==> config.mk <==
export PLATFORM = sky130hd
export DESIGN_NAME = bin2bcd_seq
export DESIGN_NICKNAME = d
export VERILOG_FILES = /design/src/rtl/bcd_pkg.sv /design/src/rtl/bcd_add3.sv /design/src/rtl/bin2bcd_seq.sv
export SDC_FILE = /design/constraint.sdc
export NUM_CORES = 1
export LEC_CHECK = 0
export CORE_ASPECT_RATIO = 1.5
export CORE_UTILIZATION = 59
export CTS_CLUSTER_DIAMETER = 50
export DETAILED_ROUTE_END_ITERATION = 6
export PLACE_DENSITY = 0.95
export SLEW_MARGIN = 5
export SYNTH_ARGS = -nofsm -noshare
export SYNTH_HDL_FRONTEND = slang
export SYNTH_SLANG_ARGS = --single-unit
export TNS_END_PERCENT = 100
==> constraint.sdc <==
create_clock -name clk -period 4.1 [get_ports clk]
set_input_delay 0.41 -clock clk [delete_from_list [all_inputs] [get_ports clk]]
set_output_delay 0.41 -clock clk [all_outputs]
set_load 0.005 [all_outputs]
==> src/rtl/bcd_pkg.sv <==
// Shared types and constants for the binary-to-BCD converter.
package bcd_pkg;
    typedef enum logic [1:0] {IDLE, SHIFT, DONE} state_t;
    localparam int         BCD_MAX   = 9999;
    localparam logic [3:0] DIG_BLANK = 4'hF;
    localparam int         NUM_DIG   = 4;
endpackage

==> src/rtl/bcd_add3.sv <==
// Double-dabble nibble correction: add 3 to any nibble that is 5 or more.
module bcd_add3 (
    input  logic [3:0] in_nib,
    output logic [3:0] out_nib
);
    // Correct before the shift so the nibble cannot pass 9 after doubling.
    always_comb begin
        out_nib = (in_nib >= 4'd5) ? in_nib + 4'd3 : in_nib;
    end
endmodule

==> src/rtl/bin2bcd_seq.sv <==
// Sequential shift-add-3 binary to 4-digit BCD converter with a
// start/busy/done handshake. Digits update together on the done cycle.
// Optional macro BCD_LEADING_BLANK_EN: leading zero digits become 4'hF.
module bin2bcd_seq
    import bcd_pkg::*;
#(
    parameter int BIN_W = 14
) (
    input  logic             clk,
    input  logic             rst_n,
    input  logic             start,
    input  logic [BIN_W-1:0] bin_in,
    output logic             busy,
    output logic             done,
    output logic             ovf,
    output logic [3:0]       dig_0,
    output logic [3:0]       dig_1,
    output logic [3:0]       dig_2,
    output logic [3:0]       dig_3
);
    localparam int CNT_W = $clog2(BIN_W + 1);

    state_t                   state;
    logic [BIN_W-1:0]         bin_sr;
    logic [15:0]              scratch;
    logic [15:0]              corr;
    logic [CNT_W-1:0]         cnt;
    logic                     ovf_next;
    logic [NUM_DIG-1:0][3:0]  ld;
`ifdef BCD_LEADING_BLANK_EN
    logic                     lead;
`endif

    // One corrector per scratch nibble.
    for (genvar g = 0; g < NUM_DIG; g++) begin : g_add3
        bcd_add3 u_add3 (
            .in_nib  (scratch[4*g +: 4]),
            .out_nib (corr[4*g +: 4])
        );
    end

    // Digit values to publish at DONE: scratch, or saturated 9999 on overflow.
    always_comb begin
        ld = ovf_next ? {NUM_DIG{4'd9}} : scratch;
`ifdef BCD_LEADING_BLANK_EN
        lead = !ovf_next;
        for (int i = NUM_DIG - 1; i > 0; i--) begin
            if (lead && ld[i] == 4'd0) ld[i] = DIG_BLANK;
            else                       lead = 1'b0;
        end
`endif
    end

    // Conversion FSM; all outputs registered.
    always_ff @(posedge clk or negedge rst_n) begin
        if (!rst_n) begin
            state    <= IDLE;
            bin_sr   <= '0;
            scratch  <= '0;
            cnt      <= '0;
            ovf_next <= 1'b0;
            busy     <= 1'b0;
            done     <= 1'b0;
            ovf      <= 1'b0;
            dig_0    <= '0;
            dig_1    <= '0;
            dig_2    <= '0;
            dig_3    <= '0;
        end else begin
            done <= 1'b0;
            unique case (state)
                IDLE: begin
                    if (start) begin
                        bin_sr   <= bin_in;
                        scratch  <= '0;
                        ovf_next <= ({{(32-BIN_W){1'b0}}, bin_in} > 32'(BCD_MAX));
                        cnt      <= CNT_W'(BIN_W);
                        busy     <= 1'b1;
                        state    <= SHIFT;
                    end
                end
                SHIFT: begin
                    // Top scratch carry is dropped; overflowed values take the saturated path.
                    scratch <= (corr << 1) | 16'(bin_sr[BIN_W-1]);
                    bin_sr  <= bin_sr << 1;
                    cnt     <= cnt - 1'b1;
                    if (cnt == CNT_W'(1)) state <= DONE;
                end
                DONE: begin
                    dig_0 <= ld[0];
                    dig_1 <= ld[1];
                    dig_2 <= ld[2];
                    dig_3 <= ld[3];
                    ovf   <= ovf_next;
                    done  <= 1'b1;
                    busy  <= 1'b0;
                    state <= IDLE;
                end
                default: state <= IDLE;
            endcase
        end
    end
endmodule

==> results of run 1 <==
==> report_power, final <==
| part | internal [mW] | switching [mW] | total (mW) |
|---|---|---|---|
| clock | 0.182 | 0.170 | 0.351 |
| combinational | 0.433 | 0.523 | 0.957 |
| sequential | 0.765 | 0.183 | 0.948 |
| total | 1.38 | 0.876 | 2.26 |
==> area by class of cell <==
type / count / area share
Timing Repair Buffer: 36 / 0.112
Multi-Input combinational cell: 188 / 0.367
Clock inverter: 2 / 0.0111
Tap cell: 48 / 0.0191
Inverter: 19 / 0.0227
Sequential cell: 56 / 0.445
Clock buffer: 6 / 0.0231
==> critical path, cell delays in order (launching register included) <==
cell and delay [ns]:
sky130_fd_sc_hd__dfrtp_1 0.49, sky130_fd_sc_hd__and2b_1 0.99, sky130_fd_sc_hd__o2111ai_1 0.27, sky130_fd_sc_hd__o221ai_1 0.17
==> routing by layer <==
| metal | global-route usage | vias up |
|---|---|---|
| met5 | 0 | - |
| met1 | 0.302 | 1017 |
| met3 | 0.0422 | 8 |
| met4 | 0.0909 | 0 |
| li1 | - | 1035 |
| met2 | 0.394 | 65 |
==> stage by stage <==
stage	worst slack [ns]	utilization	power [mW]	std cells	cell area (um^2)
floorplan	2.78	-	1.68	281	2770
global placement	2.19	0.675	1.84	347	3040
detailed placement	2.12	0.675	1.91	347	3040
CTS	2.11	0.699	2.26	355	3150
global route	1.88	0.699	2.45	355	3150
finish	2.09	0.699	2.26	355	3150
==> cell families (layout without fill, tap and decap cells) <==
family / count (synthesis) / after routing / share of synthesized area
multiplexers: 1 / 1 / 0.00406
AO/OA/AOI/OAI: 82 / 82 / 0.209
AND/OR/NAND/NOR: 92 / 92 / 0.149
adder cells (fa/ha/maj): 10 / 10 / 0.0452
flip-flops: 56 / 56 / 0.506
buffers and inverters: 37 / 63 / 0.0777
XOR/XNOR: 3 / 3 / 0.00949
==> Yosys cell counts <==
library cell	count	area [um^2]
sky130_fd_sc_hd__o32ai_1	3	26.3
sky130_fd_sc_hd__inv_1	19	71.3
sky130_fd_sc_hd__o21ai_1	1	5.00
sky130_fd_sc_hd__o211ai_1	4	30.0
sky130_fd_sc_hd__nand2_1	50	188
sky130_fd_sc_hd__a32o_1	4	40.0
sky130_fd_sc_hd__nor2b_1	8	50.1
sky130_fd_sc_hd__a31oi_1	10	62.6
sky130_fd_sc_hd__and3_1	3	18.8
sky130_fd_sc_hd__buf_4	3	22.5
sky130_fd_sc_hd__nor2_1	18	67.6
sky130_fd_sc_hd__o21ai_0	19	95.1
sky130_fd_sc_hd__a21oi_1	5	25.0
sky130_fd_sc_hd__ha_1	10	125
sky130_fd_sc_hd__nor3b_1	2	15.0
sky130_fd_sc_hd__or4_1	1	7.51
sky130_fd_sc_hd__nor3_1	1	5.00
sky130_fd_sc_hd__a22oi_1	4	30.0
sky130_fd_sc_hd__a211oi_1	1	7.51
sky130_fd_sc_hd__o2111ai_1	8	70.1
sky130_fd_sc_hd__o31ai_1	12	90.1
sky130_fd_sc_hd__buf_6	6	67.6
sky130_fd_sc_hd__o21bai_1	1	7.51
sky130_fd_sc_hd__nand2b_1	6	37.5
sky130_fd_sc_hd__buf_2	7	35.0
sky130_fd_sc_hd__or3b_2	1	8.76
sky130_fd_sc_hd__o21a_1	4	30.0
sky130_fd_sc_hd__and2_1	1	6.26
sky130_fd_sc_hd__xnor2_1	3	26.3
sky130_fd_sc_hd__dfrtp_1	56	1400
sky130_fd_sc_hd__a22o_1	1	8.76
sky130_fd_sc_hd__o21ba_4	1	16.3
sky130_fd_sc_hd__mux2_2	1	11.3
sky130_fd_sc_hd__buf_8	1	15.0
sky130_fd_sc_hd__and2b_1	1	7.51
sky130_fd_sc_hd__o221ai_1	4	35.0
sky130_fd_sc_hd__clkbuf_1	1	3.75
==> sequential cells by signal, summed over array words and instances (netlist names) <==
signal,cells
scratch,16
bin_sr,14
cnt,4
dig_0,4
dig_1,4
dig_2,4
dig_3,4
state,2
busy,1
done,1
ovf,1
ovf_next,1
==> worst max path at each step <==
stage	slack, ns	start	depth (start not counted)	end
finish	2.09	state[1]	3	scratch[5]
global route	1.88	state[1]	3	scratch[5]
CTS	2.11	state[1]	3	scratch[5]
detailed placement	2.12	start	4	scratch[11]
global placement	2.19	state[0]	2	ovf
floorplan	2.78	bin_in[6]	3	ovf_next
==> results.json, run 1 <==
{
  "worst_r2r_endpoint": "scratch[5]",
  "drt_drc_violations_left": 4,
  "setup_viol": 0,
  "final_total_negative_setup_slack_ns": 0,
  "worst_slew_pin_slew_ns": 1.14,
  "worst_setup_path_end_kind": "flip-flop",
  "routed_via_density": 5.99,
  "setup_repair_after_global_routing_missed_its_margin": "false",
  "timing.hold.ws_ns": 0.218,
  "wl_met1_mm": 2.27,
  "initial_drt_pass_iterations": 7,
  "routabilityCongestion": 0.866,
  "synthesis.area_um2": 2770,
  "antenna_cells_inserted": 0,
  "finalClockSkew_ns": 0.00596,
  "cellLeakagePower_nw": 1.39,
  "maximum_number_of_pins_on_one_net_before_global_route_repair": 57,
  "die_height_um": 85.9,
  "path_clk_slew_ns": 0.10,
  "ir_worst_vdd_mv": 0.395,
  "h-tree-depth": 2,
  "number_of_fill_cells": 348,
  "vias": 2125,
  "drt_first_iter_violations": 107,
  "timing.rr.start": "state[1]",
  "timing_worst_setup_path_type": "flip-flop to flip-flop",
  "syn-instance-count": 281,
  "highest_layer": "met4",
  "yosys_warnings": 0,
  "worstPathArrival_ns": 2.22,
  "drt_wl_total_mm": 5.25,
  "track_usage": 0.236,
  "wire_per_inst_um": 14.8,
  "ys_seq_elements": 56,
  "antenna_violations_before_repair": 0,
  "route.met3.wl_um": 193,
  "timing.final.crit_share": 0.491,
  "grt_first_pass_wirelength_mm": 9.17,
  "portbufs": 35,
  "run_status": "finished, violations left",
  "grt-ovfl-total": 0,
  "hold_class": "input port to asynchronous set/reset pin",
  "power_per_cell_area_nw_per_um2": 717,
  "ctsHoldBuffers": 0,
  "synth.distinct_cells": 37,
  "synthToLayoutAreaGrowth_pct": 13.6,
  "postRouteAntennaNets": 0,
  "cts-root-buf": "sky130_fd_sc_hd__clkbuf_8",
  "failing_checks": "DRC",
  "timing_max_transition_violations_final": 0,
  "final_nets": 333,
  "mostFrequentLayoutCell": "sky130_fd_sc_hd__dfrtp_1",
  "initial_utilization": 0.615,
  "worst-r2r-cell-count": 3,
  "synthesis.nets": 308,
  "area_taken_by_multi_input_logic_gates_um2": 1150,
  "worstSetupStartpointType": "flip-flop",
  "cts_resized": 0,
  "timing.reg2reg.setup_slack_ns": 2.09,
  "max_cap_violations": 0,
  "yosysSeqAreaShare": 0.506,
  "tritoncts": "built",
  "cts_num_sinks": 56,
  "io-pin-count": 36,
  "tritoncts_buffers": 5,
  "report.final.hold_viol_count": 0,
  "register_cell_area_after_layout_um2": 1400,
  "final_cell_mix": "56 x sky130_fd_sc_hd__dfrtp_1, 50 x sky130_fd_sc_hd__nand2_1, 34 x sky130_fd_sc_hd__clkdlybuf4s50_1, 19 x sky130_fd_sc_hd__inv_1, 19 x sky130_fd_sc_hd__o21ai_0",
  "core_area_um2": 4500,
  "first_global_vias": 2055,
  "critPathRequiredTime_ns": 4.31,
  "max_freq_mhz": 497,
  "timing.max_slew.rel_slack": 0.242,
  "met2WireLength_mm": 2.71,
  "die_w_um": 57.9,
  "clockBufferDepth": 2,
  "num_rows": 30,
  "clk_latency_ns": 0.30,
  "crit_path_max_fanout": 36,
  "postCtsSetupBuffers": 0,
  "post_route_cells_drive_above_1_share": 0.0391,
  "post_synth.cell_area_avg_um2": 9.86,
  "dp.final_hpwl_mm": 3.59,
  "dieArea_um2": 4980,
  "layout_min_cycle_time_ns": 2.01
}
No activity file was read; power rests on OpenSTA's default activity.
==> inputs of run 2 (changes only) <==
- CORE_UTILIZATION: 59 -> 49
- PLACE_DENSITY: 0.95 -> 0.86
- clock period: 4.1 -> 1.72 ns (I/O delays scaled with it)
==> run 2 against run 1 <==
Against the previous run: the flow now finishes without violations; via count increased by 1.9%; final cell count is 9.3% higher; sequential share of layout area down 1.9 points; clock power increased to 2.6 times the previous value; first-iteration DRC count fell by 7.5%; register-to-register slack got worse by 1.9 ns; critical path depth grew 2; combinational power is 150% higher; non-clock buffer count up 11; clock-buffer cell count unchanged; critical endpoint is now scratch[4]; largest power group unchanged.
==> results.json, run 2 (synthesized netlist as in run 1, its figures left out) <==
{
  "timing_worst_setup_path_type": "flip-flop to flip-flop",
  "wire_per_inst_um": 13.6,
  "ir_worst_vdd_mv": 0.859,
  "critical-path-top-delay-family": "flip-flops",
  "worst_slew_pin_slew_ns": 0.573,
  "mostFrequentLayoutCell": "sky130_fd_sc_hd__dfrtp_1",
  "tritoncts_buffers": 5,
  "die_height_um": 94.1,
  "maximum_number_of_pins_on_one_net_before_global_route_repair": 37,
  "drt_wl_total_mm": 5.30,
  "crit_path_max_fanout": 5,
  "timing.hold.ws_ns": 0.356,
  "die_w_um": 63.4,
  "layout_min_cycle_time_ns": 1.50,
  "cts_num_sinks": 56,
  "timing.reg2reg.setup_slack_ns": 0.22,
  "tritoncts": "built",
  "hold_class": "input port to asynchronous set/reset pin",
  "core_area_um2": 5450,
  "run_status": "finished clean",
  "placement.cell_area_um2": 3150,
  "routabilityCongestion": 0.785,
  "h-tree-depth": 2,
  "synthToLayoutAreaGrowth_pct": 18.6,
  "grt_first_pass_wirelength_mm": 9.54,
  "antenna_violations_before_repair": 0,
  "drt_drc_violations_left": 0,
  "clk_latency_ns": 0.31,
  "final_nets": 344,
  "grt-ovfl-total": 0,
  "worst_setup_path_end_kind": "flip-flop",
  "dp_slack_ns": 0.145,
  "timing_max_transition_violations_final": 0,
  "final_cell_mix": "56 x sky130_fd_sc_hd__dfrtp_1, 50 x sky130_fd_sc_hd__nand2_1, 34 x sky130_fd_sc_hd__clkdlybuf4s50_1, 19 x sky130_fd_sc_hd__inv_1, 19 x sky130_fd_sc_hd__o21ai_0",
  "critPathRequiredTime_ns": 1.93,
  "timing.max_slew.rel_slack": 0.618,
  "cts-root-buf": "sky130_fd_sc_hd__clkbuf_8",
  "worst-r2r-cell-count": 5,
  "path_buf_inv": 1,
  "final_total_negative_setup_slack_ns": 0,
  "cellLeakagePower_nw": 1.45,
  "cpMaxStageDelayCell": "sky130_fd_sc_hd__dfrtp_1",
  "biggest_register": "scratch",
  "first_global_vias": 2183,
  "worst_setup_path_endpoint": "scratch[4]",
  "antenna_cells_inserted": 0,
  "placed_cells": 379,
  "clockBufferDepth": 2,
  "crit_path_cell_trace": "inv_1, ha_1, nor2b_1, o21a_1, o32ai_1",
  "critical_path_cell_count": 5,
  "cts_resized": 0,
  "post-route-worst-setup-slack_ns": 0.224,
  "path_clk_slew_ns": 0.10,
  "max_freq_mhz": 669,
  "worstSetupStartpointType": "flip-flop",
  "post_route_cells_drive_above_1_share": 0.0723,
  "largest_reg_flops": 16,
  "crit_path_start": "scratch[0]",
  "setup_viol": 0,
  "final-instance-count-excl-fill": 388,
  "worst_r2r_endpoint": "scratch[4]",
  "number_of_fill_cells": 456,
  "io-pin-count": 36,
  "post_route_design_area_um2": 3290,
  "report.final.hold_viol_count": 0,
  "biggestRegsByFlops": "scratch: 16 flops, bin_sr: 14 flops",
  "portbufs": 35,
  "routed_via_density": 5.58,
  "num_rows": 33,
  "crit_path_max_incr_delay_ns": 0.45,
  "track_usage": 0.201,
  "initial_utilization": 0.508,
  "setup_repair_after_global_routing_missed_its_margin": "false",
  "drt_first_iter_violations": 99,
  "finalClockSkew_ns": 0.00688,
  "power_per_cell_area_nw_per_um2": 1680,
  "worstPathArrival_ns": 1.71,
  "max_cap_violations": 0,
  "timing.rr.start": "scratch[0]",
  "dp.final_hpwl_mm": 3.77,
  "dieArea_um2": 5960,
  "postRouteAntennaNets": 0,
  "vias": 2166,
  "initial_drt_pass_iterations": 6,
  "timing.final.crit_share": 0.870
}
-- run 2: cell count changes in the layout (fill, tap and decap cells not counted), sizes merged --
cell and change:
buf +10, dlygate4sd3 +1
-- run 2: where the power goes --
part / switching [mW] / internal, mW
logic: 1.24 / 1.13
registers: 0.431 / 1.82
clock network: 0.427 / 0.476
total: 2.10 / 3.43
-- run 2: stage by stage --
stage	util	total power, mW
floorplan	-	3.99
global placement	0.579	4.51
detailed placement	0.579	4.64
CTS	0.603	5.55
global route	0.603	6.01
finish	0.603	5.53
-- run 2: worst min-delay path by stage --
stage                      from  slack, ns   endpoint  cells past startpoint
final                     rst_n       0.36   dig_1[1]                      2
after global routing      rst_n       0.40   dig_1[1]                      2
after CTS                 rst_n       0.37   dig_1[1]                      2
after detailed placement  rst_n       0.16   dig_1[1]                      1
after global placement    rst_n       0.16   dig_1[3]                      1
after floorplan           rst_n      -0.12  bin_sr[0]                      0
-- run 2: repair_timing --
action / CTS / global route
endpoints found under the hold margin: 20 / 0
endpoints found under the setup margin: 0 / 0
buffers inserted: 0 / 0
hold buffers: 1 / 0
-- run 2: final cells by class --
class / count / area [um^2] / area share
sequential: 56 / 1400 / 0.427
multi-input combinational: 188 / 1150 / 0.351
timing repair buffer: 47 / 450 / 0.137
tap: 70 / 87.6 / 0.0267
clock buffer: 6 / 82.6 / 0.0251
inverter: 19 / 71.3 / 0.0217
clock inverter: 2 / 38.8 / 0.0118
-- run 2: metal layers --
metal	global-route usage	vias up	part of all wire
met3	0.0291	8	0.027
li1	-	1056	-
met5	0	-	0
met1	0.244	1052	0.44
met2	0.358	50	0.52
met4	0.0720	0	0.019
